[config.mk]
export PLATFORM = sky130hd
export DESIGN_NAME = dcache_req_responder_flat
export DESIGN_NICKNAME = d
export VERILOG_FILES = /design/src/rtl/dcache_req_responder_pkg.sv /design/src/rtl/dcache_req_responder_if.sv /design/src/rtl/dcache_req_responder_lane_align.sv /design/src/rtl/dcache_req_responder.sv /design/src/flat_wrapper.sv
export SDC_FILE = /design/constraint.sdc
export NUM_CORES = 1
export LEC_CHECK = 0
export BUFFER_PORTS_ARGS = -buffer_cell sky130_fd_sc_hd__buf_2
export CORE_UTILIZATION = 51
export DETAILED_ROUTE_END_ITERATION = 10
export PLACE_DENSITY = 0.94
export SLEW_MARGIN = 10
export SYNTH_ARGS = -nofsm -noshare
export SYNTH_HDL_FRONTEND = slang
export SYNTH_SLANG_ARGS = --single-unit
[constraint.sdc]
create_clock -name clk -period 2.5 [get_ports clk]
set_input_delay 0.625 -clock clk [delete_from_list [all_inputs] [get_ports clk]]
set_output_delay 0.625 -clock clk [all_outputs]
set_load 0.005 [all_outputs]
[src/rtl/dcache_req_responder_pkg.sv]
// dcache_req_responder_pkg: state, bus size and write-type encodings shared by the responder
package dcache_req_responder_pkg;
  typedef enum logic [1:0] {S_IDLE, S_REQ, S_WAIT, S_RESP} state_e;
  localparam logic [1:0] SZ_BYTE = 2'd0;
  localparam logic [1:0] SZ_HALF = 2'd1;
  localparam logic [1:0] SZ_WORD = 2'd2;
  localparam logic [3:0] WT_BYTE = 4'b0001;
  localparam logic [3:0] WT_HALF = 4'b0011;
  localparam logic [3:0] WT_WORD = 4'b1111;
  function automatic logic [1:0] wt_size(input logic [3:0] wt);
    return wt == WT_WORD ? SZ_WORD : wt == WT_HALF ? SZ_HALF : SZ_BYTE;
  endfunction
endpackage

[src/rtl/dcache_req_responder_if.sv]
// dcache_req_responder_if: pipeline request/response and SRAM-like bus signals of the responder
interface dcache_req_responder_if;
  logic        req_valid;
  logic        req_ready;
  logic        req_op;
  logic [3:0]  req_write_type;
  logic [31:0] req_addr;
  logic [31:0] req_wdata;
  logic        req_is_atom;
  logic        resp_valid;
  logic [31:0] resp_rdata;
  logic        bus_req;
  logic        bus_wr;
  logic [1:0]  bus_size;
  logic [31:0] bus_addr;
  logic [3:0]  bus_wstrb;
  logic [31:0] bus_wdata;
  logic        bus_addr_ok;
  logic        bus_data_ok;
  logic [31:0] bus_rdata;
  modport slave (
    input  req_valid, req_op, req_write_type, req_addr, req_wdata, req_is_atom,
    output req_ready, resp_valid, resp_rdata,
    output bus_req, bus_wr, bus_size, bus_addr, bus_wstrb, bus_wdata,
    input  bus_addr_ok, bus_data_ok, bus_rdata
  );
  modport master (
    output req_valid, req_op, req_write_type, req_addr, req_wdata, req_is_atom,
    input  req_ready, resp_valid, resp_rdata,
    input  bus_req, bus_wr, bus_size, bus_addr, bus_wstrb, bus_wdata,
    output bus_addr_ok, bus_data_ok, bus_rdata
  );
endinterface

[src/rtl/dcache_req_responder_lane_align.sv]
// dcache_req_responder_lane_align: store strobe/replication and load shift-and-mask by byte lane
module dcache_req_responder_lane_align
  import dcache_req_responder_pkg::*;
(
  input  logic        st_op_i,
  input  logic [3:0]  st_wt_i,
  input  logic [1:0]  st_off_i,
  input  logic [31:0] st_wdata_i,
  output logic [3:0]  st_wstrb_o,
  output logic [31:0] st_wdata_o,
  input  logic [3:0]  ld_wt_i,
  input  logic [1:0]  ld_off_i,
  input  logic [31:0] ld_rdata_i,
  output logic [31:0] ld_data_o
);
  always_comb begin
    st_wstrb_o = st_op_i ? st_wt_i << st_off_i : 4'b0000;
    st_wdata_o = st_wt_i == WT_BYTE ? {4{st_wdata_i[7:0]}} :
                 st_wt_i == WT_HALF ? {2{st_wdata_i[15:0]}} : st_wdata_i;
    ld_data_o  = (ld_rdata_i >> {ld_off_i, 3'b000}) &
                 {{8{ld_wt_i[3]}}, {8{ld_wt_i[2]}}, {8{ld_wt_i[1]}}, {8{ld_wt_i[0]}}};
  end
endmodule

[src/rtl/dcache_req_responder.sv]
// dcache_req_responder: one-at-a-time load/store responder with LL/SC, turning pipeline requests into bus transactions
module dcache_req_responder
  import dcache_req_responder_pkg::*;
(
  input  logic clk,
  input  logic aresetn,
  input  logic flush_i,
  input  logic llbit_clear_i,
  output logic llbit_o,
  dcache_req_responder_if.slave dc
);
  state_e      state_q;
  logic        llbit_q, cancel_q, op_q, atom_q, bus_req_q, bus_wr_q, resp_valid_q;
  logic [3:0]  wt_q, bus_wstrb_q;
  logic [1:0]  bus_size_q;
  logic [31:0] bus_addr_q, bus_wdata_q, resp_rdata_q;
  logic [3:0]  st_wstrb;
  logic [31:0] st_wdata, ld_data;
  logic        accept, sc_fail;
  assign accept  = dc.req_valid & dc.req_ready & ~flush_i;
  assign sc_fail = dc.req_op & dc.req_is_atom & ~llbit_q;
  dcache_req_responder_lane_align u_align (
    .st_op_i   (dc.req_op),
    .st_wt_i   (dc.req_write_type),
    .st_off_i  (dc.req_addr[1:0]),
    .st_wdata_i(dc.req_wdata),
    .st_wstrb_o(st_wstrb),
    .st_wdata_o(st_wdata),
    .ld_wt_i   (wt_q),
    .ld_off_i  (bus_addr_q[1:0]),
    .ld_rdata_i(dc.bus_rdata),
    .ld_data_o (ld_data)
  );
  always_ff @(posedge clk) begin
    if (!aresetn) begin
      state_q      <= S_IDLE;
      llbit_q      <= 1'b0;
      cancel_q     <= 1'b0;
      op_q         <= 1'b0;
      atom_q       <= 1'b0;
      wt_q         <= 4'b0;
      bus_req_q    <= 1'b0;
      bus_wr_q     <= 1'b0;
      bus_size_q   <= 2'b0;
      bus_addr_q   <= 32'b0;
      bus_wstrb_q  <= 4'b0;
      bus_wdata_q  <= 32'b0;
      resp_valid_q <= 1'b0;
      resp_rdata_q <= 32'b0;
    end else begin
      resp_valid_q <= 1'b0;
      case (state_q)
        S_IDLE: if (accept) begin
          op_q        <= dc.req_op;
          atom_q      <= dc.req_is_atom;
          wt_q        <= dc.req_write_type;
          bus_wr_q    <= dc.req_op;
          bus_size_q  <= wt_size(dc.req_write_type);
          bus_addr_q  <= dc.req_addr;
          bus_wstrb_q <= st_wstrb;
          bus_wdata_q <= st_wdata;
          if (dc.req_op & dc.req_is_atom) llbit_q <= 1'b0;
          if (sc_fail) begin
            state_q      <= S_RESP;
            resp_valid_q <= 1'b1;
            resp_rdata_q <= 32'b0;
          end else begin
            state_q   <= S_REQ;
            bus_req_q <= 1'b1;
          end
        end
        S_REQ: if (dc.bus_addr_ok) begin
          state_q   <= S_WAIT;
          bus_req_q <= 1'b0;
          cancel_q  <= flush_i;
        end else if (flush_i) begin
          state_q   <= S_IDLE;
          bus_req_q <= 1'b0;
        end
        // A cancelled transaction still owes the bus its data_ok before we go idle
        S_WAIT: if (dc.bus_data_ok) begin
          cancel_q <= 1'b0;
          if (cancel_q | flush_i) state_q <= S_IDLE;
          else begin
            state_q      <= S_RESP;
            resp_valid_q <= 1'b1;
            resp_rdata_q <= op_q ? {31'b0, atom_q} : ld_data;
          end
        end else if (flush_i) cancel_q <= 1'b1;
        S_RESP: begin
          state_q <= S_IDLE;
          if (!flush_i & !op_q & atom_q) llbit_q <= 1'b1;
        end
      endcase
      if (llbit_clear_i) llbit_q <= 1'b0;
    end
  end
  assign dc.req_ready  = state_q == S_IDLE;
  assign dc.resp_valid = resp_valid_q & ~flush_i;
  assign dc.resp_rdata = resp_rdata_q;
  assign dc.bus_req    = bus_req_q;
  assign dc.bus_wr     = bus_wr_q;
  assign dc.bus_size   = bus_size_q;
  assign dc.bus_addr   = bus_addr_q;
  assign dc.bus_wstrb  = bus_wstrb_q;
  assign dc.bus_wdata  = bus_wdata_q;
  assign llbit_o       = llbit_q;
endmodule
[src/flat_wrapper.sv]
// flat-port wrapper written by rule: the top's interface ports become plain ports
module dcache_req_responder_flat import dcache_req_responder_pkg::*;
  (clk, aresetn, flush_i, llbit_clear_i, llbit_o, dc_req_valid, dc_req_op, dc_req_write_type, dc_req_addr, dc_req_wdata, dc_req_is_atom, dc_req_ready, dc_resp_valid, dc_resp_rdata, dc_bus_req, dc_bus_wr, dc_bus_size, dc_bus_addr, dc_bus_wstrb, dc_bus_wdata, dc_bus_addr_ok, dc_bus_data_ok, dc_bus_rdata);
  dcache_req_responder_if dc_i ();
  input  logic clk;
  input  logic aresetn;
  input  logic flush_i;
  input  logic llbit_clear_i;
  output logic llbit_o;
  input wire logic [$bits(dc_i.req_valid)-1:0] dc_req_valid;
  input wire logic [$bits(dc_i.req_op)-1:0] dc_req_op;
  input wire logic [$bits(dc_i.req_write_type)-1:0] dc_req_write_type;
  input wire logic [$bits(dc_i.req_addr)-1:0] dc_req_addr;
  input wire logic [$bits(dc_i.req_wdata)-1:0] dc_req_wdata;
  input wire logic [$bits(dc_i.req_is_atom)-1:0] dc_req_is_atom;
  output wire logic [$bits(dc_i.req_ready)-1:0] dc_req_ready;
  output wire logic [$bits(dc_i.resp_valid)-1:0] dc_resp_valid;
  output wire logic [$bits(dc_i.resp_rdata)-1:0] dc_resp_rdata;
  output wire logic [$bits(dc_i.bus_req)-1:0] dc_bus_req;
  output wire logic [$bits(dc_i.bus_wr)-1:0] dc_bus_wr;
  output wire logic [$bits(dc_i.bus_size)-1:0] dc_bus_size;
  output wire logic [$bits(dc_i.bus_addr)-1:0] dc_bus_addr;
  output wire logic [$bits(dc_i.bus_wstrb)-1:0] dc_bus_wstrb;
  output wire logic [$bits(dc_i.bus_wdata)-1:0] dc_bus_wdata;
  input wire logic [$bits(dc_i.bus_addr_ok)-1:0] dc_bus_addr_ok;
  input wire logic [$bits(dc_i.bus_data_ok)-1:0] dc_bus_data_ok;
  input wire logic [$bits(dc_i.bus_rdata)-1:0] dc_bus_rdata;
  assign dc_i.req_valid = dc_req_valid;
  assign dc_i.req_op = dc_req_op;
  assign dc_i.req_write_type = dc_req_write_type;
  assign dc_i.req_addr = dc_req_addr;
  assign dc_i.req_wdata = dc_req_wdata;
  assign dc_i.req_is_atom = dc_req_is_atom;
  assign dc_req_ready = dc_i.req_ready;
  assign dc_resp_valid = dc_i.resp_valid;
  assign dc_resp_rdata = dc_i.resp_rdata;
  assign dc_bus_req = dc_i.bus_req;
  assign dc_bus_wr = dc_i.bus_wr;
  assign dc_bus_size = dc_i.bus_size;
  assign dc_bus_addr = dc_i.bus_addr;
  assign dc_bus_wstrb = dc_i.bus_wstrb;
  assign dc_bus_wdata = dc_i.bus_wdata;
  assign dc_i.bus_addr_ok = dc_bus_addr_ok;
  assign dc_i.bus_data_ok = dc_bus_data_ok;
  assign dc_i.bus_rdata = dc_bus_rdata;
  dcache_req_responder u_core (.clk(clk), .aresetn(aresetn), .flush_i(flush_i), .llbit_clear_i(llbit_clear_i), .llbit_o(llbit_o), .dc(dc_i));
endmodule
Word level (Yosys, flattened, before mapping)
Cells that the tools add are included. Widths: inputs -> output; s select.

Eq/ne operators: 16. Shifts and indexed selects: 2. Multiplexer cells: 36. Bitwise operators: 12. Reductions and logical operators: 14.

Operators by type and width (count): $mux 32 (7); $pmux 32 s2 (1); $and 32x32->32 (1); $shr 32x5->32 (1); $mux 1 (15); $mux 2 (7); $ne 2x2->1 const B (7); $pmux 1 s2 (4); $pmux 2 s4 (1); $reduce_and 4->1 (2); $reduce_bool 2->1 (4); $and 1x1->1 (7); $ne 3x3->1 const B (2); $reduce_and 3->1 (2); $reduce_and 5->1 (1); $eq 2x2->1 const B (2); $eq 4x1->1 const B (1); $eq 4x2->1 const B (1); $eq 4x4->1 const B (1); $mux 4 (1); $shl 4x2->4 (1); $not 1->1 (3); $eq 2x1->1 const B (1); $logic_not 1->1 (2); other kinds (5) (5).

Bits in registers: 114. Output and inout bits: 107.

Logic depth before layout (Yosys ltp)
Gate-level depths: netlist of run 1.

Depth after elaboration: 6. Mapped depth: 6. Mapped depth without buffers: 4.

By module
A second synthesis of run 1 with hierarchy kept.

Cells, all modules: 664. Area, all modules: 5373.9 sq um.

By module, submodules not included: dcache_req_responder (instances 1, cells an instance 515, area an instance 4275.4 sq um, sequential area each 2282.2 sq um); dcache_req_responder_lane_align (instances 1, cells an instance 149, area an instance 1098.6 sq um, sequential area each 0.0 sq um).

Worst setup path before layout of run 1
OpenSTA, ideal clock, no wires.

Path kind: input to register. Start: input port flush_i. End: register u_core.bus_size_q[1], in the netlist u_core.dc.bus_size[1]. Setup time: 0.128 ns. Arrival time: 1.721 ns. Path slack: 0.652 ns. Stages: 6. Buffers on the path: 3. Path through: buf_2 or4b_4 buf_6 buf_2 a21oi_1 nor2_1.

Longest elaborated chain between the ends: 3.

Ends and longest elaborated chain: start: declaration (RTL line flat_wrapper.sv:7) `input logic flush_i;`; $not 1->1 (RTL line dcache_req_responder.sv:20) `assign accept = dc.req_valid & dc.req_ready & ~flush_i;`; $and 1x1->1 (RTL line dcache_req_responder.sv:20); $reduce_and 2->1 (no source line); end signal: assignment (RTL line dcache_req_responder.sv:58) `bus_size_q <= wt_size(dc.req_write_type);`; end: declaration (RTL line dcache_req_responder.sv:15) `logic [1:0] bus_size_q;`.

No other way between the ends. A chain may end at the register's enable or synchronous reset.

Worst setup path after layout of run 1
Start: register u_core.state_q[0]. End: output port dc_req_ready.

Longest elaborated chain between the ends: 1.

Ends and longest elaborated chain: start: declaration (RTL line dcache_req_responder.sv:12) `state_e state_q;`; start signal: assignment (RTL line dcache_req_responder.sv:36) `state_q <= S_IDLE;`; start signal: assignment (RTL line dcache_req_responder.sv:64) `state_q <= S_RESP;`; start signal: assignment (RTL line dcache_req_responder.sv:68) `state_q <= S_REQ;`; $logic_not 2->1 (RTL line dcache_req_responder.sv:98) `assign dc.req_ready = state_q == S_IDLE;`; end: declaration (RTL line flat_wrapper.sv:16) `output wire logic [$bits(dc_i.req_ready)-1:0] dc_req_ready;`.

No other way between the ends.

==> results of run 1 <==
[layout make-up]
| type | instances | share of cell area |
|---|---|---|
| multi-input cells | 398 | 0.3590 |
| inverters | 1 | 0.0005754 |
| clock inverters | 14 | 0.02340 |
| repair buffers | 225 | 0.1803 |
| flip-flops and latches | 114 | 0.3498 |
| clock buffers | 18 | 0.06559 |
| well taps | 111 | 0.02129 |
[worst max-delay path, delay by kind of cell (launching register included)]
kind | cells | cell delay (ns)
flops | 1 | 0.69
buf+inv | 1 | 0.14
simple gates | 1 | 0.07
[cell usage in the layout, fill, tap and decap left out, types with 5 or more instances in the layout]
| master | n |
|---|---|
| clkbuf_16 | 16 |
| a22o_1 | 16 |
| o21ai_0 | 23 |
| a32o_1 | 7 |
| dfxtp_1 | 114 |
| o21ai_1 | 9 |
| mux2i_1 | 42 |
| buf_4 | 8 |
| a211oi_1 | 10 |
| a21oi_1 | 71 |
| buf_2 | 215 |
| nor2b_1 | 14 |
| o211ai_1 | 8 |
| nand2_1 | 142 |
| a211o_1 | 8 |
| nor2_1 | 14 |
| inv_6 | 5 |
[final timing paths]
| path | from | to | slack (ns) | cells past startpoint |
|---|---|---|---|---|
| worst max-delay path | u_core.state_q[0] | dc_req_ready | 0.49 | 2 |
| worst min-delay path | llbit_clear_i | u_core.llbit_o | 0.29 | 2 |
| worst max register to register | u_core.state_q[0] | u_core.dc.resp_rdata[30] | 0.57 | 4 |
| worst min register to register | u_core.dc.resp_rdata[22] | u_core.dc.resp_rdata[22] | 0.45 | 2 |
[cells by family (layout without fill, tap and decap cells)]
group | after synthesis | in the layout | share of synthesized area
AOI/OAI and AO/OA | 159 | 159 | 0.2066
muxes | 42 | 42 | 0.08711
DFF | 114 | 114 | 0.4729
and+or+nand+nor | 197 | 197 | 0.1864
buffers and inverters | 49 | 258 | 0.04693
[per-stage QoR]
step / std cells / cell area (sq um)
floorplan: 561 / 4826
global placement: 849 / 5943
detailed placement: 849 / 5943
CTS: 881 / 6524
global route: 881 / 6524
finish: 881 / 6524
[power by group]
part	leakage, nW	internal (mW)	switching (mW)	total, mW
registers	0.927	1.90	0.0583	1.96
logic	1.72	0.251	0.324	0.575
clock network	0.275	1.46	0.891	2.35
[state kept, by name (all words and copies together), names as in the netlist, 2 cells and up]
| name | count |
|---|---|
| u_core.dc.bus_wstrb | 4 |
| u_core.state_q | 2 |
| u_core.wt_q | 4 |
| u_core.dc.bus_wdata | 32 |
| u_core.dc.bus_addr | 32 |
| u_core.dc.bus_size | 2 |
| u_core.dc.resp_rdata | 32 |
[layer usage]
metal	wire length, um	up-vias	global-route usage
li1	-	2351	-
met1	5649	2234	0.3236
met2	6936	216	0.5059
met3	1002	23	0.08152
met4	266	0	0.1029
met5	0	-	0
==> impl_metrics.py, run 1 <==
metrics = {
    "status": {
        "outcome": "completed",
    },
    "sta": {
        "worst_slack_ns": 0.4853,
        "finalHoldViolCount": 0,
        "finalClockSkew_ns": 0.01285,
        "rsz0062_at_grt": "no",
        "min_period_ns": 2.015,
        "worst_slew_pin_slew_ns": 0.7580,
        "setup_viol": 0,
        "fmax_ghz": 0.4963,
        "max_slew_margin": 0.4947,
        "post-route-period-util": 0.8059,
        "tns_ns": 0,
        "worst_hold_slack_ns": 0.2918,
        "slew_violations": 0,
    },
    "detailed_routing": {
        "ant_nets": 0,
        "finalWirelength_mm": 13.86,
        "dr_total_vias": 4824,
        "via_per_inst": 5.476,
        "wl_per_cell_um": 15.73,
        "first_iter_violations": 186,
        "drc_errors": 0,
        "dr.pass1.iters": 5,
    },
    "cells_and_area": {
        "drive_above_1_share": 0.3442,
        "final_nets": 866,
        "multi_input_area_sq_um": 2342,
        "area_growth_pct": 35.18,
        "antenna_cells": 0,
        "register_area_sq_um": 2282,
        "final_util": 0.7094,
        "fill_cells": 675,
    },
    "grt": {
        "antenna_found_initial": 0,
        "grt_max_degree": 74,
        "overflow": 0,
        "grt_pass1_wl_mm": 22.39,
        "grt_pass1_vias": 4723,
        "track_usage": 0.2842,
    },
    "hold_path": {
        "hp-class": "in -> reg",
    },
    "clock_tree": {
        "htree_levels": 4,
        "cts_tree": "yes",
        "numCtsBuffers": 17,
        "root_buffer": "clkbuf_8",
        "postCtsSetupRepairBufs": 0,
        "cts_buffer_depth": 2,
        "cts_resized": 0,
        "cts_hold_buffers": 0,
        "clkTransAtPathRegs_ns": 0.06,
        "cts.sinks": 114,
        "clk_latency_ns": 0.50,
    },
    "logic_synthesis": {
        "yosysTopAreaCellShare": 0.4729,
        "synth_common_cells": "nand2_1 (142), dfxtp_1 (114), a21oi_1 (71), mux2i_1 (42), clkbuf_1 (24)",
        "yosys-top-cells-area": "dfxtp_1 (47%), nand2_1 (11%), mux2i_1 (8.7%), a21oi_1 (7.4%), a22o_1 (2.9%)",
        "ys_warn_count": 0,
        "synth-edff-count": 0,
        "ys_seq_area_frac": 0.4729,
        "syn_area_sq_um": 4826,
        "syn_avg_cell_area_sq_um": 8.602,
        "yosysMostFrequentCell": "nand2_1",
        "ys_types": 40,
        "synth-seq-cells": 114,
        "async_flop_share": 0,
        "ys.flop_type": "dfxtp_1",
        "synth_fp_nets": 670,
        "synth_cells": 561,
        "synth_area_leader_cell": "dfxtp_1",
    },
    "floorplan": {
        "ioPinCount": 216,
        "die_area_sq_um": 9856,
        "num_rows": 35,
        "die_w_um": 99.28,
        "core_sq_um": 9196,
        "die_h_um": 99.28,
        "initial_utilization": 0.5248,
    },
    "placement": {
        "io_buffers": 215,
        "place_ws_ns": 0.3383,
        "gp_congestion": 0.8687,
        "post-dp-hpwl_mm": 9.964,
    },
    "job": {
        "maxCapViolCount": 0,
    },
    "worst_setup_path": {
        "slowest_stage": "dfxtp_1",
        "cp-start-kind": "register",
        "end_kind": "output pin",
        "critPathMaxStageDelay_ns": 0.69,
        "worstPathArrival_ns": 1.39,
        "critical_path_class": "reg -> out",
        "critPathMaxFanout": 17,
        "crit_path_cell_trace": "nor2_1, buf_2",
        "cp.required_ns": 1.88,
    },
    "power": {
        "p_leak_nw": 2.920,
        "p_per_area_nw_per_um2": 748.3,
        "power.total_mw": 4.882,
        "peakVddDrop_mv": 0.4316,
    },
}
(Power assumes the default switching activity.)
==> run 2: changes to the inputs <==
--- a/config.mk
+++ b/config.mk
@@ -6,9 +6,9 @@
 export NUM_CORES = 1
 export LEC_CHECK = 0
 export BUFFER_PORTS_ARGS = -buffer_cell sky130_fd_sc_hd__buf_2
-export CORE_UTILIZATION = 51
+export CORE_UTILIZATION = 43
 export DETAILED_ROUTE_END_ITERATION = 10
-export PLACE_DENSITY = 0.94
+export PLACE_DENSITY = 0.85
 export SLEW_MARGIN = 10
 export SYNTH_ARGS = -nofsm -noshare
 export SYNTH_HDL_FRONTEND = slang
==> constraint.sdc (replaced) <==
create_clock -name clk -period 1.7 [get_ports clk]
set_input_delay 0.425 -clock clk [delete_from_list [all_inputs] [get_ports clk]]
set_output_delay 0.425 -clock clk [all_outputs]
set_load 0.005 [all_outputs]
==> run 2 against run 1 <==
Compared with the run above: worst hold slack got worse by 0.21 ns; combinational power rose by 66%; sequential cell count did not move; utilization fell by 7.2 points; critical endpoint unchanged.
==> impl_metrics.py, run 2 (synthesis gave the netlist of run 1 again) <==
metrics = {
    "cells_and_area": {
        "drive_above_1_share": 0.3668,
        "fill_cells": 923,
        "final_util": 0.6370,
        "final_nets": 893,
        "layout_common_cells": "buf_2 (215), nand2_1 (142), dfxtp_1 (110)",
        "area_growth_pct": 43.71,
        "final_cells": 937,
        "layout_commonest_cell": "buf_2",
    },
    "hold_path": {
        "hp-class": "in -> reg",
    },
    "clock_tree": {
        "htree_levels": 4,
        "numCtsBuffers": 17,
        "root_buffer": "clkbuf_8",
        "cts_tree": "yes",
        "cts_buffer_depth": 2,
        "cts.sinks": 114,
        "clkTransAtPathRegs_ns": 0.06,
        "clk_latency_ns": 0.50,
        "cts_hold_buffers": 0,
    },
    "grt": {
        "overflow": 0,
        "grt_pass1_vias": 4751,
        "grt_pass1_wl_mm": 23.07,
        "antenna_found_initial": 1,
        "track_usage": 0.2563,
        "grt_max_degree": 59,
    },
    "power": {
        "p_per_area_nw_per_um2": 1104,
        "power.total_mw": 7.659,
        "peakVddDrop_mv": 0.7722,
        "p_leak_nw": 3.113,
    },
    "floorplan": {
        "ioPinCount": 216,
        "core_sq_um": 10890,
        "initial_utilization": 0.4432,
        "num_rows": 38,
        "die_w_um": 107.9,
        "die_h_um": 107.9,
        "die_area_sq_um": 11650,
    },
    "placement": {
        "place_inst": 904,
        "post-dp-hpwl_mm": 10.71,
        "gp_congestion": 0.8578,
        "place_ws_ns": -0.1739,
        "io_buffers": 215,
    },
    "worst_setup_path": {
        "cp-start-kind": "register",
        "end_kind": "output pin",
        "critical_path_class": "reg -> out",
        "critPathMaxFanout": 7,
        "worstPathArrival_ns": 1.23,
        "r2r_setup_slack_ns": 0.12,
        "cp.required_ns": 1.27,
    },
    "sta": {
        "rsz0062_at_grt": "no",
        "finalHoldViolCount": 0,
        "post-route-period-util": 0.9708,
        "setup_viol": 0,
        "worst_slack_ns": 0.04958,
        "fmax_ghz": 0.6059,
        "slew_violations": 0,
        "worst_slew_pin_slew_ns": 0.7111,
        "finalClockSkew_ns": 0.009007,
        "tns_ns": 0,
        "max_slew_margin": 0.5250,
        "min_period_ns": 1.650,
    },
    "detailed_routing": {
        "drc_errors": 0,
        "finalWirelength_mm": 15.01,
        "via_per_inst": 5.374,
        "dr_total_vias": 5035,
        "ant_nets": 0,
        "dr.pass1.iters": 5,
        "first_iter_violations": 405,
        "wl_per_cell_um": 16.02,
    },
    "job": {
        "maxCapViolCount": 0,
    },
    "status": {
        "outcome": "completed",
    },
}
run 2: changes by cell type in the layout (fill, tap and decap cells not counted), sizes merged:
cell	previous run	this run
buf	225	251
bufinv	2	5
clkbuf	18	23
clkinv	3	2
clkinvlp	4	2
diode	0	1
inv	6	1
run 2: path summary, 6_finish.rpt:
kind / start / endpoint / depth (start not counted)
worst min-delay path: llbit_clear_i / u_core.llbit_o / 2
worst max-delay path: u_core.state_q[1] / dc_req_ready / 3
worst min register to register: u_core.dc.resp_rdata[18] / u_core.dc.resp_rdata[18] / 2
worst max register to register: u_core.state_q[1] / u_core.dc.bus_wdata[20] / 5
run 2: layer usage:
| layer | track usage | part of all wire | up-vias |
|---|---|---|---|
| li1 | - | - | 2419 |
| met1 | 0.2878 | 0.41 | 2358 |
| met2 | 0.4345 | 0.49 | 228 |
| met3 | 0.07715 | 0.081 | 30 |
| met4 | 0.1380 | 0.028 | 0 |
| met5 | 0 | 0 | - |
run 2: final cells by class:
class                      count  area (sq um)  area share
multi-input combinational    398          2342      0.3377
sequential                   114          2292      0.3305
timing repair buffer         252          1488      0.2145
clock buffer                  22         452.9     0.06531
clock inverter                 9         178.9     0.02580
tap                          140         175.2     0.02526
inverter                       1         3.754   0.0005412
antenna                        1         2.502   0.0003608
run 2: power breakdown:
| part | internal [mW] | switching [mW] | total [mW] |
|---|---|---|---|
| combinational | 0.441 | 0.514 | 0.955 |
| clock | 2.60 | 1.23 | 3.83 |
| sequential | 2.80 | 0.0787 | 2.88 |
run 2: worst max-delay path, stage by stage, from the launching register on:
cell and delay, ns:
dfxtp_4 0.37, buf_4 0.16, nor2_1 0.09, buf_2 0.11
run 2: stage by stage:
stage	area (sq um)	hold WS, ns
after floorplan	4826	0.4317
after global placement	6250	0.4326
after detailed placement	6250	0.4381
after CTS	6900	0.06373
after global routing	6935	0.07813
final	6935	0.08156
run 2: timing repair:
| action | CTS | global route |
|---|---|---|
| buffers inserted | 0 | 0 |
| pin swaps | 0 | 1 |
| cloned | 0 | 1 |
| endpoints found under the setup margin | 2 | 11 |
| gates resized for setup | 6 | 4 |
